$ cat config.mk
export PLATFORM = sky130hd
export DESIGN_NAME = control_sequencer
export DESIGN_NICKNAME = d
export VERILOG_FILES = /design/src/rtl/control_sequencer.sv
export SDC_FILE = /design/constraint.sdc
export NUM_CORES = 1
export LEC_CHECK = 0
export ABC_AREA = 1
export CAP_MARGIN = 40
export CORE_MARGIN = 3
export CORE_UTILIZATION = 40
export CTS_CLUSTER_SIZE = 24
export DETAILED_ROUTE_END_ITERATION = 8
export PLACE_DENSITY = 0.82
export SETUP_SLACK_MARGIN = 0.1
export SLEW_MARGIN = 40
export SYNTH_ARGS = -nofsm -noshare
export SYNTH_HDL_FRONTEND = slang
export SYNTH_SLANG_ARGS = --single-unit
$ cat constraint.sdc
create_clock -name Clock -period 1.55 [get_ports Clock]
set_clock_uncertainty 0.2 [all_clocks]
set_input_delay 0.155 -clock Clock [delete_from_list [all_inputs] [get_ports Clock]]
set_output_delay 0.155 -clock Clock [all_outputs]
set_load 0.02 [all_outputs]
$ cat src/rtl/control_sequencer.sv
// control_sequencer: multi-cycle control unit for the filter GPU datapath.
// Accepts one instruction per valid/ready handshake, decodes it into the
// datapath control bundle and sequences MUL/CONV steps and memory accesses.
// Optional build macro: CU_MEM_TIMEOUT_EN adds a watchdog that aborts a memory
// access after MEM_TIMEOUT cycles without mem_ack and pulses mem_err.
module control_sequencer #(
    parameter int INSTR_W     = 28,
    parameter int ALUC_W      = 3,
    parameter int MUL_CYCLES  = 2,
    parameter int CONV_TAPS   = 9,
    parameter int MEM_TIMEOUT = 16
) (
    input  logic               Clock,
    input  logic               reset,
    input  logic               instr_valid,
    output logic               instr_ready,
    input  logic [INSTR_W-1:0] Instr,
    input  logic               mem_ack,
    input  logic               flush,
    output logic               RegWrite,
    output logic               MemWrite,
    output logic               MemToReg,
    output logic [1:0]         ImmSrc,
    output logic [1:0]         ALUSrc,
    output logic [1:0]         RegSrc,
    output logic [ALUC_W-1:0]  ALUControl,
    output logic [7:0]         step_idx,
    output logic               busy,
    output logic               op_done,
    output logic               illegal,
    output logic               mem_err
);

    typedef enum logic [1:0] {
        IDLE  = 2'd0,
        EXEC  = 2'd1,
        MULTI = 2'd2,
        MEM   = 2'd3
    } state_t;

    localparam logic [ALUC_W-1:0] ALU_ADD   = ALUC_W'(0);
    localparam logic [ALUC_W-1:0] ALU_SUB   = ALUC_W'(1);
    localparam logic [ALUC_W-1:0] ALU_AND   = ALUC_W'(2);
    localparam logic [ALUC_W-1:0] ALU_MUL   = ALUC_W'(3);
    localparam logic [ALUC_W-1:0] ALU_CONV  = ALUC_W'(4);
    localparam logic [ALUC_W-1:0] ALU_PASSB = ALUC_W'(5);

    localparam logic [7:0] MUL_LAST  = 8'(MUL_CYCLES - 1);
    localparam logic [7:0] CONV_LAST = 8'(CONV_TAPS - 1);

    state_t state_q;
    state_t state_d;

    // Decoded view of the incoming instruction, captured only on acceptance
    state_t             dec_state;
    logic               dec_ill;
    logic               dec_ldr;
    logic               dec_str;
    logic [1:0]         dec_imm_src;
    logic [1:0]         dec_alu_src;
    logic [1:0]         dec_reg_src;
    logic [ALUC_W-1:0]  dec_aluc;
    logic [7:0]         dec_last;

    // Registered control bundle for the op in progress
    logic               ill_q;
    logic               ldr_q;
    logic               str_q;
    logic [1:0]         imm_src_q;
    logic [1:0]         alu_src_q;
    logic [1:0]         reg_src_q;
    logic [ALUC_W-1:0]  aluc_q;
    logic [7:0]         last_q;
    logic [7:0]         step_q;

    logic               accept;
    logic               ready_c;
    logic               done_c;

`ifdef CU_MEM_TIMEOUT_EN
    localparam int WD_W = $clog2(MEM_TIMEOUT + 1);
    logic [WD_W-1:0] wd_q;
`endif

    // Instruction bits outside the decoded fields are intentionally ignored
    logic unused_ok;
    assign unused_ok = &{1'b0, Instr[INSTR_W-1:18], Instr[11:5], Instr[3:0], (MEM_TIMEOUT > 0)};

    // Decode the raw instruction into the next op's state and control bundle
    always_comb begin
        dec_state   = EXEC;
        dec_ill     = 1'b0;
        dec_ldr     = 1'b0;
        dec_str     = 1'b0;
        dec_imm_src = 2'b00;
        dec_alu_src = 2'b00;
        dec_reg_src = 2'b00;
        dec_aluc    = ALU_ADD;
        dec_last    = 8'd0;
        case (Instr[17:16])
            2'b00: begin
                dec_alu_src = {1'b0, Instr[4]};
                case (Instr[15:12])
                    4'd0: dec_aluc = ALU_ADD;
                    4'd1: dec_aluc = ALU_SUB;
                    4'd2: dec_aluc = ALU_AND;
                    4'd3: begin
                        dec_aluc  = ALU_MUL;
                        dec_state = MULTI;
                        dec_last  = MUL_LAST;
                    end
                    4'd4: begin
                        dec_aluc    = ALU_CONV;
                        dec_alu_src = 2'b10;
                        dec_state   = MULTI;
                        dec_last    = CONV_LAST;
                    end
                    default: begin
                        dec_ill     = 1'b1;
                        dec_alu_src = 2'b00;
                    end
                endcase
            end
            2'b01: begin
                dec_state   = MEM;
                dec_imm_src = 2'b01;
                dec_alu_src = {1'b0, Instr[4]};
                dec_aluc    = ALU_ADD;
                if (Instr[12]) begin
                    dec_ldr = 1'b1;
                end else begin
                    dec_str     = 1'b1;
                    dec_reg_src = 2'b10;
                end
            end
            2'b10: begin
                dec_imm_src = 2'b10;
                dec_alu_src = 2'b01;
                dec_reg_src = 2'b01;
                dec_aluc    = ALU_PASSB;
            end
            default: dec_ill = 1'b1;
        endcase
    end

    // Output decode and next-state selection; flush overrides completion and acceptance
    always_comb begin
        RegWrite   = 1'b0;
        MemWrite   = 1'b0;
        MemToReg   = 1'b0;
        ImmSrc     = 2'b00;
        ALUSrc     = 2'b00;
        RegSrc     = 2'b00;
        ALUControl = '0;
        step_idx   = 8'd0;
        busy       = 1'b0;
        done_c     = 1'b0;
        illegal    = 1'b0;
        mem_err    = 1'b0;
        ready_c    = 1'b0;
        accept     = 1'b0;
        state_d    = state_q;

        case (state_q)
            IDLE: begin
                ready_c = 1'b1;
            end
            EXEC: begin
                busy       = 1'b1;
                done_c     = 1'b1;
                ImmSrc     = imm_src_q;
                ALUSrc     = alu_src_q;
                RegSrc     = reg_src_q;
                ALUControl = aluc_q;
                if (ill_q) begin
                    illegal = 1'b1;
                end else begin
                    RegWrite = 1'b1;
                end
            end
            MULTI: begin
                busy       = 1'b1;
                ImmSrc     = imm_src_q;
                ALUSrc     = alu_src_q;
                RegSrc     = reg_src_q;
                ALUControl = aluc_q;
                step_idx   = step_q;
                if (step_q == last_q) begin
                    RegWrite = 1'b1;
                    done_c   = 1'b1;
                end
            end
            MEM: begin
                busy       = 1'b1;
                ImmSrc     = imm_src_q;
                ALUSrc     = alu_src_q;
                RegSrc     = reg_src_q;
                ALUControl = aluc_q;
                MemWrite   = str_q;
                MemToReg   = ldr_q;
                if (mem_ack) begin
                    done_c   = 1'b1;
                    RegWrite = ldr_q;
                end
`ifdef CU_MEM_TIMEOUT_EN
                else if (wd_q == WD_W'(MEM_TIMEOUT - 1)) begin
                    done_c   = 1'b1;
                    mem_err  = 1'b1;
                    MemWrite = 1'b0;
                end
`endif
            end
            default: ;
        endcase

        if (done_c) begin
            ready_c = 1'b1;
        end

        if (flush) begin
            done_c   = 1'b0;
            RegWrite = 1'b0;
            MemWrite = 1'b0;
            illegal  = 1'b0;
            mem_err  = 1'b0;
            ready_c  = 1'b0;
        end

        if (reset) begin
            ready_c = 1'b0;
        end

        accept = instr_valid & ready_c;

        if (flush) begin
            state_d = IDLE;
        end else if (accept) begin
            state_d = dec_state;
        end else if (done_c) begin
            state_d = IDLE;
        end
    end

    assign op_done     = done_c;
    assign instr_ready = ready_c;

    // State register
    always_ff @(posedge Clock or posedge reset) begin
        if (reset) begin
            state_q <= IDLE;
        end else begin
            state_q <= state_d;
        end
    end

    // Capture the decoded bundle on acceptance and advance the step/watchdog counters
    always_ff @(posedge Clock or posedge reset) begin
        if (reset) begin
            ill_q     <= 1'b0;
            ldr_q     <= 1'b0;
            str_q     <= 1'b0;
            imm_src_q <= 2'b00;
            alu_src_q <= 2'b00;
            reg_src_q <= 2'b00;
            aluc_q    <= '0;
            last_q    <= 8'd0;
            step_q    <= 8'd0;
`ifdef CU_MEM_TIMEOUT_EN
            wd_q      <= '0;
`endif
        end else if (accept) begin
            ill_q     <= dec_ill;
            ldr_q     <= dec_ldr;
            str_q     <= dec_str;
            imm_src_q <= dec_imm_src;
            alu_src_q <= dec_alu_src;
            reg_src_q <= dec_reg_src;
            aluc_q    <= dec_aluc;
            last_q    <= dec_last;
            step_q    <= 8'd0;
`ifdef CU_MEM_TIMEOUT_EN
            wd_q      <= '0;
`endif
        end else begin
            if (state_q == MULTI) begin
                step_q <= step_q + 8'd1;
            end
`ifdef CU_MEM_TIMEOUT_EN
            if (state_q == MEM) begin
                wd_q <= wd_q + WD_W'(1);
            end
`endif
        end
    end

endmodule

== After elaboration in Yosys (flattened, before gate mapping) ==
Cells that the tools add are included.

* Register bits after elaboration: 30
* Input port bits: 33
* Output and inout port bits: 25
* Logic and storage cells: 78

* Add/subtract/negate cells: 1
* Eq/ne operators: 10
* Multiplexer cells: 46
* Bitwise gates (word level): 1
* Reductions and logical operators: 10

{| class="wikitable"
|+ Operators with widths
! cell !! count
|-
| two-way mux 8 bit || 3
|-
| two-way mux 1 bit || 22
|-
| two-way mux 2 bit || 8
|-
| one-hot mux 2 bit (2 select lines) || 4
|-
| one-hot mux 3 bit (4 select lines) || 1
|-
| adder 8 x 1 -> 8 bit, second input constant || 1
|-
| equality test 4 x 2 -> 1 bit, second input constant || 2
|-
| equality test 8 bit || 1
|-
| one-hot mux 4 bit (2 select lines) || 1
|-
| equality test 2 bit, second input constant || 3
|-
| one-hot mux 1 bit (3 select lines) || 2
|-
| one-hot mux 2 bit (3 select lines) || 1
|-
| one-hot mux 3 bit (2 select lines) || 1
|-
| OR reduction 5 bit || 1
|-
| equality test 2 x 1 -> 1 bit, second input constant || 2
|-
| equality test 4 x 1 -> 1 bit, second input constant || 1
|-
| equality test 4 x 3 -> 1 bit, second input constant || 1
|-
| zero test 2 bit || 2
|-
| zero test 4 bit || 1
|-
| two-way mux 4 bit || 1
|-
| OR reduction 2 bit || 2
|-
| OR reduction 4 bit || 1
|-
| two-way mux 3 bit || 1
|-
| nonzero test 3 bit || 1
|-
| other kinds (4) || 4
|}

== Depth between registers and ports, before layout ==
Gate-level depths: netlist (run 1).

* Depth in word-level cells: 9
* Gate-level depth with buffers: 10
* Depth with buffers taken out: 9

== Worst setup path after synthesis (run 1) ==
No wires, ideal clock.

* Path kind: register -> register
* From: register state_q[0]
* To: register last_q[3]
* Library setup time: 123 ps
* Arrival time: 1414 ps
* Data required time: 1227 ps
* Setup slack: -186 ps
* Stages on the path, launching flop included: 9
* Buffers on the path: 2
* Period minus slack after synthesis: 1736 ps
* Cells stage by stage: dfrtp_1 -> buf_4 -> nor2_2 -> inv_2 -> nand3_4 -> nand3_4 -> buf_6 -> nand2_1 -> o21ai_2

* Longest elaborated chain between the ends: 6
* Elaborated cells on any way between the ends: 10
* Those cells by class: eq/ne: 3; mux: 5; bitwise: 1; reduce/logical: 1

{| class="wikitable"
|+ RTL lines
! what !! RTL line !! source
|-
| from (decl) || 51 || <nowiki>state_t state_q;</nowiki>
|-
| from (signal assigned) || 252 || <nowiki>state_q <= state_d;</nowiki>
|-
| equality test 2 bit, or another cell as far along || 164 || <nowiki>case (state_q)</nowiki>
|-
| one-hot mux 1 bit (3 select lines) or two-way mux 1 bit (tied branches) || 164 ||
|-
| two-way mux 1 bit * || 216 || <nowiki>if (done_c) begin</nowiki>
|-
| two-way mux 1 bit * || 220 || <nowiki>if (flush) begin</nowiki>
|-
| two-way mux 1 bit * || 229 || <nowiki>if (reset) begin</nowiki>
|-
| AND 1 bit * || 233 || <nowiki>accept = instr_valid & ready_c;</nowiki>
|-
| to (signal assigned) || 279 || <nowiki>last_q <= dec_last;</nowiki>
|-
| to (decl) || 73 || <nowiki>logic [7:0] last_q;</nowiki>
|}

Mark *: on every way between the ends. The rest lies on a longest branch, timed or not.
A chain may end at the register's enable or synchronous reset.

== Final worst setup path (run 1) ==
* From: register state_q[1]
* To: output instr_ready

* Longest elaborated chain between the ends: 5
* Elaborated cells on any way between the ends: 9
* Those cells by class: eq/ne: 3; mux: 5; reduce/logical: 1

{| class="wikitable"
|+ RTL lines
! what !! RTL line !! source
|-
| equality test 2 bit, or another cell as far along || 164 ||
|-
| one-hot mux 1 bit (3 select lines) or two-way mux 1 bit (tied branches) || 164 ||
|-
| two-way mux 1 bit * || 216 ||
|-
| two-way mux 1 bit * || 220 ||
|-
| two-way mux 1 bit * || 229 ||
|-
| to (decl) || 16 || <nowiki>output logic instr_ready,</nowiki>
|}

Marked as above.

==> reports/results.tsv, run 1 <==
metric	value	unit
outcome	complete, but fails checks	
violations	negative setup slack	
drt_iter0_drc	52	
worst_slack	-0.248	ns
core_area	3490	sq um
syn_area	1520	sq um
gr-usage-all-layers	0.176	
hp-class	input pin to async pin	
clock_latency	0.27	ns
firstDrtPassIters	4	
num-fill-cells	274	
cts_made_buffers	3	
grt_max_degree	24	
required	1.19	ns
swShare	0.319	
hold_viol_final	0	
antenna_found_initial	0	
p_clk_frac	0.235	
die_h	67.7	um
multi_input_area	912	sq um
drc	0	
fmax	556	MHz
synth_cell_type_count	25	
post_route_cells_drive_above_1_share	0.488	
wl_per_cell	11.9	um
r2r-end	last_q[3]$_DFFE_PP0N_	
cts_tree	done	
rsz0062_at_grt	true	
antenna_left	0	
muxShareOfSynthArea	0	
finalPower	0.00160	W
path_clk_slew	0.08	ns
n_antenna_cell	0	
p_leak	1.21	nW
gp_congestion	0.800	
combPwrFrac	0.331	
p_sw	0.000510	W
peakVddDrop	0.601	mV
ys_ff_latch	23	
crit_path_max_fanout	4	
syn_avg_cell_area	7.50	sq um
cp-start-kind	flop	
hpwl	2.92	mm
final_cell_mix	buf_4 (48), inv_1 (31), nand2_1 (29)	
internal_power	0.00109	W
rrSetupSlack	-0.24	ns
start_util	0.436	
synthSimpleGateAreaFrac	0.326	
htreeDepth	1	
yosys_warnings	0	
synth_fa_ha_area_frac	0.0411	
synth_xor_area_frac	0	
synth-compound-area-share	0.122	
num_rows	21	
dieArea	4580	sq um
crit_arrival	1.44	ns
r2r-start	state_q[1]$_DFFE_PP0P_	
ff_latch_area	577	sq um
final_common_cell	buf_4	
portBuffers	35	
routed_via_density	4.75	
pin_count	58	
areaGrowthSynthToFinish	60.8	%
grt_pass1_wl	6.08	mm
cts_root_buf	clkbuf_8	
dr_total_vias	1563	
setup_viol	47	
p_seq_frac	0.434	
p_per_area	652	nW/um^2
synth_top_family_by_area	simple AND/OR/NAND/NOR gates	
clock_sinks	23	
grt_pass1_vias	1504	
fp.dieW	67.7	um
endpoint_kind	output port	
drt_wl_total	3.92	mm
endpoint	instr_ready	
drv_slew	0	
dp_slack	-0.411	ns
worstSetupStartpoint	state_q[1]$_DFFE_PP0P_	
fin_util	0.701	
crit_type	flop to output port	
gr-total-overflow	0	
fin_crit_sh	1.16	
period_minus_slack	1.80	ns
synth_fp_nets	241	
nets	322	
maxCapViolations	0	
synthCells	203	
ys_seq_area_frac	0.378	
r2r_cells	11	
cts_buffer_depth	2	
## how the worst min path moves through the flow
stage                                          end  slack, ns  cells past startpoint
after detailed placement  reg_src_q[1]$_DFFE_PP0N_       0.27                      2
after floorplan           alu_src_q[0]$_DFFE_PP0N_      -0.04                      1
after global routing             ldr_q$_DFFE_PP0N_       0.11                      3
final                            ldr_q$_DFFE_PP0N_       0.07                      3
after CTS                        ldr_q$_DFFE_PP0N_       0.08                      3
after global placement    reg_src_q[1]$_DFFE_PP0N_       0.26                      2
## synth_stat cells (all sizes together)
library cell / number / area share
a21boi: 1 / 0.0049
a21oi: 3 / 0.0099
a31oi: 2 / 0.0082
buf: 6 / 0.037
clkinv: 1 / 0.0025
conb: 1 / 0.0025
dfrtp: 23 / 0.38
ha: 5 / 0.041
inv: 37 / 0.091
nand2: 45 / 0.11
nand3: 15 / 0.066
nand3b: 3 / 0.015
nand4: 6 / 0.025
nor2: 34 / 0.098
nor3b: 1 / 0.0049
o21ai: 18 / 0.094
o21bai: 1 / 0.0049
or2: 1 / 0.0041
## area by class of cell
cell class                 count  share of cell area
multi-input combinational    136               0.373
timing repair buffer          82               0.291
sequential                    23               0.236
inverter                      38              0.0583
tap                           46              0.0235
clock buffer                   3              0.0169
clock inverter                 1             0.00204
## what timing repair did
action / CTS / global route
hold buffers: 0 / 0
gates cloned: 0 / 1
resized for setup: 119 / 36
setup endpoints to repair: 47 / 47
hold endpoints to repair: 0 / 0
setup buffers: 1 / 0
pin swaps: 2 / 4
## flip-flops by register name (all words and copies together) (netlist names)
register / flops
step_q: 8
ldr_q: 1
str_q: 1
reg_src_q: 2
ill_q: 1
alu_src_q: 2
aluc_q: 3
last_q: 2
state_q: 2
imm_src_q: 1
## stage by stage
step	std cells	setup TNS [ns]	hold WS [ns]	cell area, sq um
floorplan	203	-2.34	-0.0431	1580
global placement	323	-11.65	0.265	2300
detailed placement	323	-13.12	0.269	2300
CTS	328	-8.05	0.0764	2310
global route	329	-13.03	0.108	2450
finish	329	-9.07	0.0717	2450
## metal layers
layer,GRT usage,vias to the layer above,part of all wire
met2,0.337,30,0.55
met5,0,-,0
met4,0.0481,0,0.0097
met1,0.184,734,0.40
li1,-,795,-
met3,0.0499,4,0.042
## cells by family after synthesis
family | count (synthesis)
flops | 23
fa+ha+maj | 5
simple gates | 105
compound gates | 25
buf+inv | 44
other cells | 1
## power by group through the flow
stage / Clock (W) / Combinational, W / Sequential [W]
global placement: 0 / 0.000461 / 0.000694
finish: 0.000375 / 0.000528 / 0.000693
detailed placement: 0 / 0.000469 / 0.000699
CTS: 0.000389 / 0.000470 / 0.000688
global route: 0.000413 / 0.000576 / 0.000699
floorplan: 0 / 0.000263 / 0.000690
## worst max-delay path, cell delays in order, from the launching register on
cell	delay, ns
dfrtp_1	0.39
inv_2	0.10
nor2_8	0.13
nand2_4	0.06
nor2_4	0.09
nand2_4	0.09
nand3_4	0.08
nand2_1	0.07
inv_2	0.06
buf_6	0.11
(Power assumes the default switching activity.)
==> run 2: changes to the inputs <==
--- a/config.mk
+++ b/config.mk
@@ -7,12 +7,13 @@
 export LEC_CHECK = 0
 export ABC_AREA = 1
 export CAP_MARGIN = 40
-export CORE_MARGIN = 3
+export CORE_MARGIN = 5
 export CORE_UTILIZATION = 40
 export CTS_CLUSTER_SIZE = 24
 export DETAILED_ROUTE_END_ITERATION = 8
 export PLACE_DENSITY = 0.82
 export SETUP_SLACK_MARGIN = 0.1
+export SKIP_CTS_REPAIR_TIMING = 1
 export SLEW_MARGIN = 40
 export SYNTH_ARGS = -nofsm -noshare
 export SYNTH_HDL_FRONTEND = slang
==> run 2 against run 1 <==
The run still ends with negative setup slack left. Wire length rose by 4.9%. Global-route usage fell by 2.5 points. Via count rose by 0.70%. Critical path depth fell by 2. Core utilization fell by 2.5 points. Cell count rose by 1.5%. Cell area rose by 1.7%. Count of clock-buffer cells in the layout rose by 1. Critical endpoint is now RegWrite.
==> reports/results.tsv, run 2 (synthesized netlist as in run 1, its figures left out) <==
metric	value	unit
outcome	complete, but fails checks	
violations	negative setup slack	
nets	325	
cts_tree	done	
gr-total-overflow	0	
final_common_cell	buf_4	
tns	-7.71	ns
worst_slack	-0.240	ns
r2r-end	step_q[0]$_DFFE_PP0P_	
path_buf_inv	2	
gr-usage-all-layers	0.151	
dieArea	5140	sq um
path_clk_slew	0.08	ns
cts_made_buffers	3	
worstSetupStartpoint	step_q[3]$_DFFE_PP0P_	
p_per_area	640	nW/um^2
n_antenna_cell	0	
clock_latency	0.26	ns
drt_wl_total	4.12	mm
die_h	71.7	um
path_depth	7	
htreeDepth	1	
areaGrowthSynthToFinish	63.6	%
hpwl	2.98	mm
hp-class	input pin to async pin	
pin_count	58	
wl_per_cell	12.3	um
cts_root_buf	clkbuf_8	
fin_util	0.675	
peakVddDrop	0.402	mV
setup_viol	47	
gp_congestion	0.876	
grt_max_degree	24	
antenna_found_initial	0	
crit_slowest_cell	dfrtp_1	
final_cell_mix	buf_4 (49), nand2_1 (30), inv_1 (28)	
portBuffers	35	
reg_top3	step_q: 8 flops, aluc_q: 3 flops	
path_cells	inv_1 > nand2_1 > nand2_1 > nor2_4 > nand2_4 > a31oi_4 > buf_6	
post_route_cells_drive_above_1_share	0.493	
crit_type	flop to output port	
drv_slew	0	
grt_pass1_wl	6.41	mm
finalPower	0.00160	W
crit_path_max_fanout	4	
rrSetupSlack	-0.22	ns
hold_viol_final	0	
period_minus_slack	1.79	ns
dr_total_vias	1574	
start_util	0.413	
p_leak	1.22	nW
grt_pass1_vias	1564	
crit_arrival	1.43	ns
firstDrtPassIters	4	
r2r-start	step_q[3]$_DFFE_PP0P_	
drc	0	
final_area	2490	sq um
antenna_left	0	
num_rows	22	
endpoint_kind	output port	
fmax	559	MHz
r2r_cells	11	
required	1.19	ns
largest_register_ffs	8	
drt_iter0_drc	30	
cp_top_family	simple AND/OR/NAND/NOR gates	
critPathMaxStageDelay	0.38	ns
rsz0062_at_grt	true	
clock_sinks	23	
top_register	step_q	
endpoint	RegWrite	
cp-start-kind	flop	
placed_area	2310	sq um
crit_top_cell	nand2_1	
core_area	3690	sq um
fp.dieW	71.7	um
routed_via_density	4.71	
maxCapViolations	0	
cts_buffer_depth	2	
fin_crit_sh	1.15	
## run 2: worst min path at each step
stage / from / endpoint / slack, ns / cells past startpoint
after CTS: reset / step_q[7]$_DFFE_PP0P_ / 0.08 / 3
after floorplan: reset / alu_src_q[0]$_DFFE_PP0N_ / -0.04 / 1
after global placement: str_q$_DFFE_PP0N_ / str_q$_DFFE_PP0N_ / 0.26 / 2
after detailed placement: str_q$_DFFE_PP0N_ / str_q$_DFFE_PP0N_ / 0.27 / 2
after global routing: reset / step_q[6]$_DFFE_PP0P_ / 0.11 / 3
final: reset / step_q[6]$_DFFE_PP0P_ / 0.07 / 3
## run 2: cell type report
class                   count  area [sq um]
clock buffers               4          45.0
fillers                   294          1200
inverters                  38           143
multi-input cells         136           917
flip-flops and latches     23           577
well taps                  48          60.1
repair buffers             85           749
## run 2: metrics by stage
stage / setup slack, ns / std cells / hold slack (ns)
after floorplan: -0.117 / 203 / -0.0431
after global placement: -0.387 / 326 / 0.259
after detailed placement: -0.436 / 326 / 0.269
after CTS: -0.726 / 330 / 0.0814
after global routing: -0.357 / 334 / 0.110
final: -0.240 / 334 / 0.0660
## run 2: worst reg2reg max path, cell delays in order (launching register included)
cell,delay [ns]
dfrtp_1,0.38
inv_1,0.07
nand2_1,0.09
nand2_1,0.10
nor2_4,0.13
nand2_4,0.09
nand3_4,0.07
buf_6,0.12
nand3_4,0.11
buf_12,0.18
nand3b_1,0.09
inv_1,0.05
## run 2: power breakdown
| group | switching [W] | leakage [nW] | internal [W] |
|---|---|---|---|
| Sequential | 0.0000402 | 0.311 | 0.000653 |
| Clock | 0.000185 | 0.0228 | 0.000183 |
| Combinational | 0.000278 | 0.886 | 0.000256 |
## run 2: metal layers
layer | global-route usage | share of wire
met1 | 0.178 | 0.41
met2 | 0.287 | 0.53
met3 | 0.0224 | 0.040
met4 | 0.0292 | 0.023
met5 | 0 | 0
